<file path="config.mk">
export PLATFORM = sky130hd
export DESIGN_NAME = calc_seq_core
export DESIGN_NICKNAME = d
export VERILOG_FILES = /design/src/rtl/calc_seq_core.sv
export SDC_FILE = /design/constraint.sdc
export NUM_CORES = 1
export LEC_CHECK = 0
export BUFFER_PORTS_ARGS = -buffer_cell sky130_fd_sc_hd__buf_2
export CORE_MARGIN = 2
export CORE_UTILIZATION = 55
export CTS_CLUSTER_DIAMETER = 30
export DETAILED_ROUTE_END_ITERATION = 8
export GPL_TIMING_DRIVEN = 0
export PLACE_DENSITY = 0.75
export RECOVER_POWER = 50
export SLEW_MARGIN = 20
export SYNTH_ARGS = -nofsm -noshare
export SYNTH_HDL_FRONTEND = slang
export SYNTH_SLANG_ARGS = --single-unit
export TNS_END_PERCENT = 20
</file>
<file path="constraint.sdc">
create_clock -name clock_i -period 4.4 [get_ports clock_i]
set_input_delay 0.44 -clock clock_i [delete_from_list [all_inputs] [get_ports clock_i]]
set_output_delay 0.44 -clock clock_i [all_outputs]
set_load 0.02 [all_outputs]
</file>
<file path="src/rtl/calc_seq_core.sv">
// Sequenced calculator core: operand/function latch, IDLE/EXEC/DONE control FSM and an
// iterative shift-add multiplier / restoring divider sharing one pair of working registers.
module calc_seq_core #(
    parameter int WIDTH = 8
) (
    input  logic             clock_i,
    input  logic             reset_i,
    input  logic             start_i,
    input  logic [WIDTH-1:0] a_i,
    input  logic [WIDTH-1:0] b_i,
    input  logic [1:0]       fct_i,
    output logic             ready_o,
    output logic             busy_o,
    output logic             done_o,
    output logic [WIDTH-1:0] s_o,
    output logic [WIDTH-1:0] r_o,
    output logic             carry_o,
    output logic             err_o,
    output logic [1:0]       dbg_state_o
);

    localparam int CW = $clog2(WIDTH + 1);

    localparam logic [1:0] FCT_ADD = 2'b00;
    localparam logic [1:0] FCT_SUB = 2'b01;
    localparam logic [1:0] FCT_MUL = 2'b10;
    localparam logic [1:0] FCT_DIV = 2'b11;

    typedef enum logic [1:0] {
        S_IDLE = 2'b00,
        S_EXEC = 2'b01,
        S_DONE = 2'b10
    } state_t;

    // Handshake: an operation is accepted on a rising edge where start_i=1 and ready_o=1;
    // results are valid from the cycle done_o is high and hold until the next DONE entry.

    state_t           r_state;
    state_t           w_state_nx;
    logic [WIDTH-1:0] r_a;
    logic [WIDTH-1:0] r_b;
    logic [1:0]       r_fct;
    logic [CW-1:0]    r_cnt;
    logic [WIDTH-1:0] r_hi;
    logic [WIDTH-1:0] r_lo;
    logic [WIDTH-1:0] r_s;
    logic [WIDTH-1:0] r_r;
    logic             r_carry;
    logic             r_err;

    logic             w_is_mul;
    logic             w_is_div;
    logic             w_div0;
    logic             w_iter;
    logic             w_last_step;
    logic             w_finish;
    logic [WIDTH:0]   w_sum;
    logic [WIDTH:0]   w_diff;
    logic [WIDTH:0]   w_madd;
    logic [WIDTH-1:0] w_mul_hi;
    logic [WIDTH-1:0] w_mul_lo;
    logic [WIDTH:0]   w_trial;
    logic             w_ge;
    logic [WIDTH-1:0] w_tsub;
    logic [WIDTH-1:0] w_div_hi;
    logic [WIDTH-1:0] w_div_lo;
    logic [WIDTH-1:0] w_step_hi;
    logic [WIDTH-1:0] w_step_lo;

    assign w_is_mul    = (r_fct == FCT_MUL);
    assign w_is_div    = (r_fct == FCT_DIV);
    assign w_div0      = w_is_div && (r_b == '0);
    assign w_iter      = (w_is_mul || w_is_div) && !w_div0;
    assign w_last_step = (r_cnt == CW'(WIDTH - 1));
    assign w_finish    = !w_iter || w_last_step;

    assign w_sum  = {1'b0, r_a} + {1'b0, r_b};
    assign w_diff = {1'b0, r_a} - {1'b0, r_b};

    // Multiply: r_hi accumulates, r_lo shifts the multiplier out and the product low half in.
    assign w_madd   = r_lo[0] ? ({1'b0, r_hi} + {1'b0, r_a}) : {1'b0, r_hi};
    assign w_mul_hi = w_madd[WIDTH:1];
    assign w_mul_lo = {w_madd[0], r_lo[WIDTH-1:1]};

    // Divide: r_hi is the partial remainder, r_lo shifts the dividend out and quotient bits in.
    assign w_trial  = {r_hi, r_lo[WIDTH-1]};
    assign w_ge     = (w_trial >= {1'b0, r_b});
    assign w_tsub   = w_trial[WIDTH-1:0] - r_b;
    assign w_div_hi = w_ge ? w_tsub : w_trial[WIDTH-1:0];
    assign w_div_lo = {r_lo[WIDTH-2:0], w_ge};

    assign w_step_hi = w_is_mul ? w_mul_hi : w_div_hi;
    assign w_step_lo = w_is_mul ? w_mul_lo : w_div_lo;

    always_ff @(posedge clock_i) begin
        if (reset_i) begin
            r_state <= S_IDLE;
        end else begin
            r_state <= w_state_nx;
        end
    end

    always_comb begin
        w_state_nx = S_IDLE;
        case (r_state)
            S_IDLE:  w_state_nx = start_i ? S_EXEC : S_IDLE;
            S_EXEC:  w_state_nx = w_finish ? S_DONE : S_EXEC;
            S_DONE:  w_state_nx = S_IDLE;
            default: w_state_nx = S_IDLE;
        endcase
    end

    always_ff @(posedge clock_i) begin
        if (reset_i) begin
            r_a     <= '0;
            r_b     <= '0;
            r_fct   <= '0;
            r_cnt   <= '0;
            r_hi    <= '0;
            r_lo    <= '0;
            r_s     <= '0;
            r_r     <= '0;
            r_carry <= 1'b0;
            r_err   <= 1'b0;
        end else if (r_state == S_IDLE) begin
            if (start_i) begin
                r_a   <= a_i;
                r_b   <= b_i;
                r_fct <= fct_i;
                r_cnt <= '0;
                r_hi  <= '0;
                r_lo  <= (fct_i == FCT_MUL) ? b_i : a_i;
            end
        end else if (r_state == S_EXEC) begin
            if (!w_iter) begin
                if (r_fct == FCT_ADD) begin
                    r_s     <= w_sum[WIDTH-1:0];
                    r_r     <= '0;
                    r_carry <= w_sum[WIDTH];
                    r_err   <= 1'b0;
                end else if (r_fct == FCT_SUB) begin
                    r_s     <= w_diff[WIDTH-1:0];
                    r_r     <= '0;
                    r_carry <= w_diff[WIDTH];
                    r_err   <= 1'b0;
                end else begin
                    r_s     <= '1;
                    r_r     <= r_a;
                    r_carry <= 1'b0;
                    r_err   <= 1'b1;
                end
            end else begin
                r_hi  <= w_step_hi;
                r_lo  <= w_step_lo;
                r_cnt <= r_cnt + CW'(1);
                if (w_last_step) begin
                    r_s     <= w_step_lo;
                    r_r     <= w_step_hi;
                    r_carry <= w_is_mul && (w_step_hi != '0);
                    r_err   <= 1'b0;
                end
            end
        end
    end

    assign ready_o     = (r_state == S_IDLE);
    assign busy_o      = (r_state == S_EXEC) || (r_state == S_DONE);
    assign done_o      = (r_state == S_DONE);
    assign s_o         = r_s;
    assign r_o         = r_r;
    assign carry_o     = r_carry;
    assign err_o       = r_err;
    assign dbg_state_o = r_state;

endmodule

</file>
==> flow_metrics.env <==
export IMPL_htreeDepth=3
export IMPL_path_class="reg2reg"
export IMPL_async_reset_ff_share_pct=0
export IMPL_gr_total_overflow=0
export IMPL_synth_flop_cell="dfxtp_1"
export IMPL_r2r_end="r_o[2]$_SDFFE_PP0P_"
export IMPL_wl_per_cell_um=19.56
export IMPL_syn_nets=597
export IMPL_cts_made_buffers=9
export IMPL_r2r_cells=9
export IMPL_cp_data_arrival_time_ns=3.35
export IMPL_rsz0062_at_grt="no"
export IMPL_grt_util_met2_pct=50.74
export IMPL_grt_usage_pct=32.99
export IMPL_initial_core_util_pct=57.35
export IMPL_remaining_drc_errors=0
export IMPL_syn_cell_area_mm2=0.004204
export IMPL_path_max_fanout=10
export IMPL_core_area_mm2=0.007331
export IMPL_path_clk_slew_ns=0.07
export IMPL_yosysSeqAreaShare_pct=27.62
export IMPL_regToRegStartpoint="r_b[7]$_SDFFE_PP0P_"
export IMPL_grt_use_met1_pct=45.56
export IMPL_ctsResizeCount=0
export IMPL_firstDrtPassIters=5
export IMPL_use_met3_pct=6.307
export IMPL_fp_dieH_um=91.43
export IMPL_cts_sinks=58
export IMPL_hold_path_depth=2
export IMPL_syn_area_per_cell_um2=7.843
export IMPL_syn_to_final_growth_pct=12.41
export IMPL_final_setup_skew_ns=0.009435
export IMPL_worstSetupEndpointType="flop"
export IMPL_grt_busiest_layer="met2"
export IMPL_min_delay_start="b_i[7]"
export IMPL_cts_tree="done"
export IMPL_synth_cell_types=63
export IMPL_hold_viol=0
export IMPL_dieArea_mm2=0.008359
export IMPL_die_x_um=91.43
export IMPL_tightest_slew_ns=0.7377
export IMPL_final_common_cell="nor2_1"
export IMPL_status="finished, final reports clean"
export IMPL_grt_pass1_wl_um=21810
export IMPL_root_buffer="clkbuf_8"
export IMPL_cts_buffer_depth=2
export IMPL_hold_class="in2reg"
export IMPL_yosys_warnings=0
export IMPL_worstSetupStartpointType="flop"
export IMPL_grt_pass1_vias=4142
export IMPL_min_to="r_b[7]$_SDFFE_PP0P_"
export IMPL_io_pin_count=44
export IMPL_clkLatencyLatePin_ns=0.34
export IMPL_leakage_nw=1.943
export IMPL_clock_fmax_mhz=325.8
export IMPL_rrSetupSlack_ns=1.33
export IMPL_routabilityCongestion=0.9627
export IMPL_vias=4408
export IMPL_drive_gt1_share_pct=8.571
export IMPL_period_needed_ns=3.070
export IMPL_drt_total_wl_um=13570
export IMPL_port_buffers=43
export IMPL_relSlewSlack_pct=50.82
export IMPL_grt_max_degree=11
export IMPL_fin_util_pct=64.46
export IMPL_ir_drop_v=0.0002012
export IMPL_synth_seq_cells=58
export IMPL_drt_initial_drc_count=352
export IMPL_slew_violations=0
export IMPL_dpl_hpwl_um=10450
export IMPL_holdBufCountCts=0
export IMPL_syn_inst=536
export IMPL_required_ns=4.68
export IMPL_tns_ns=0
export IMPL_antenna_found_initial=0
export IMPL_nets=651
export IMPL_period_share_pct=69.76
export IMPL_setup_viol=0
export IMPL_n_antenna_cell=0
export IMPL_cts_setup_buffers=0
export IMPL_layout_common_cells="nor2_1 (65), dfxtp_1 (58), nand2_1 (49)"
export IMPL_power_density_mw_per_mm2=335.1
export IMPL_synth_edf_count=0
export IMPL_antenna_left=0
export IMPL_num_rows=31
export IMPL_via_per_inst=6.352
export IMPL_cap_violations=0
export IMPL_n_fill_cell=672
routing by layer:
metal | vias to the layer above | part of all wire, %
li1 | 2074 | -
met1 | 2035 | 45
met2 | 254 | 42
met3 | 45 | 9.0
met4 | 0 | 3.9
met5 | - | 0
where the power goes:
group / internal [mW] / leakage (nW) / switching (mW) / total (mW)
clock network: 0.350 / 0.117 / 0.226 / 0.577
registers: 0.549 / 0.472 / 0.0312 / 0.580
logic: 0.151 / 1.35 / 0.276 / 0.427
registers in the layout, summed over array words and instances, names as in the netlist:
register,count
carry_o,1
dbg_state_o,2
err_o,1
r_a,8
r_b,8
r_cnt,4
r_fct,2
r_hi,8
r_lo,8
r_o,8
s_o,8
critical path: stages, from the launching register on:
cell	delay [ns]
dfxtp_1	0.46
inv_1	0.12
ha_1	0.39
a211oi_1	0.29
and2_1	0.17
clkbuf_1	0.38
a211oi_1	0.20
o41ai_1	0.58
nand3_1	0.23
a21oi_1	0.18
Yosys cell counts (all sizes together), types with 3 or more instances:
master,instances,area share [%]
o21a,3,0.54
o21ai,26,3.2
xor2,5,1.0
clkbuf,22,2.0
nor4,5,0.74
or3,4,0.60
nor2b,9,1.3
o21bai,4,0.71
ha,36,11
a311oi,10,2.1
a211oi,9,1.7
nor3,16,2.0
a21o,8,1.4
a22o,19,4.0
o221ai,5,1.0
nand3,11,1.3
nor2,65,5.8
or2,3,0.45
buf,5,0.62
and2,4,0.60
fa,4,1.9
nand2,49,4.4
mux2i,7,1.7
a22oi,9,1.6
a31oi,8,1.2
xnor2,5,1.0
dfxtp,58,28
a221oi,4,0.83
mux2,5,1.3
o31ai,5,1.0
inv,31,2.8
nand2b,8,1.2
a21oi,46,5.9
logic make-up after synthesis:
| family | after synthesis | share of synthesized area, % |
|---|---|---|
| multiplexers | 12 | 3.006 |
| XOR/XNOR | 10 | 2.083 |
| adder cells (fa/ha/maj) | 40 | 12.62 |
| AND/OR/NAND/NOR | 184 | 20.33 |
| AO/OA/AOI/OAI | 174 | 28.99 |
| buffers and inverters | 58 | 5.357 |
| flip-flops | 58 | 27.62 |
final cells by class:
| cell class | instances | area, µm² | area share, % |
|---|---|---|---|
| Multi-Input combinational cell | 420 | 2805 | 59.36 |
| Sequential cell | 58 | 1161 | 24.57 |
| Timing Repair Buffer | 43 | 186.4 | 3.945 |
| Clock buffer | 12 | 155.1 | 3.283 |
| Tap cell | 99 | 123.9 | 2.621 |
| Inverter | 31 | 116.4 | 2.462 |
| Buffer | 27 | 103.9 | 2.198 |
| Clock inverter | 4 | 73.82 | 1.562 |
worst max-delay path by stage:
stage,end,depth (start not counted),from,slack (ns)
floorplan,r_hi[6]$_SDFFE_PP0P_,10,r_b[0]$_SDFFE_PP0P_,2.03
global placement,r_o[2]$_SDFFE_PP0P_,9,r_b[7]$_SDFFE_PP0P_,1.50
detailed placement,r_o[2]$_SDFFE_PP0P_,9,r_b[7]$_SDFFE_PP0P_,1.44
CTS,r_o[2]$_SDFFE_PP0P_,9,r_b[7]$_SDFFE_PP0P_,1.41
global route,carry_o$_SDFFE_PP0P_,10,r_b[7]$_SDFFE_PP0P_,1.24
finish,r_o[2]$_SDFFE_PP0P_,9,r_b[7]$_SDFFE_PP0P_,1.33
through the flow:
stage / setup WS, ns / std cells / cell area [µm²] / power [mW] / hold slack (ns)
floorplan: 2.034 / 536 / 4204 / 0.8790 / 0.4703
global route: 1.242 / 694 / 4726 / 1.642 / 0.3210
global placement: 1.498 / 678 / 4543 / 0.9982 / 0.4356
finish: 1.330 / 694 / 4726 / 1.584 / 0.3210
CTS: 1.412 / 694 / 4772 / 1.570 / 0.3200
detailed placement: 1.436 / 678 / 4543 / 1.004 / 0.4417
(Power assumes the default switching activity.)
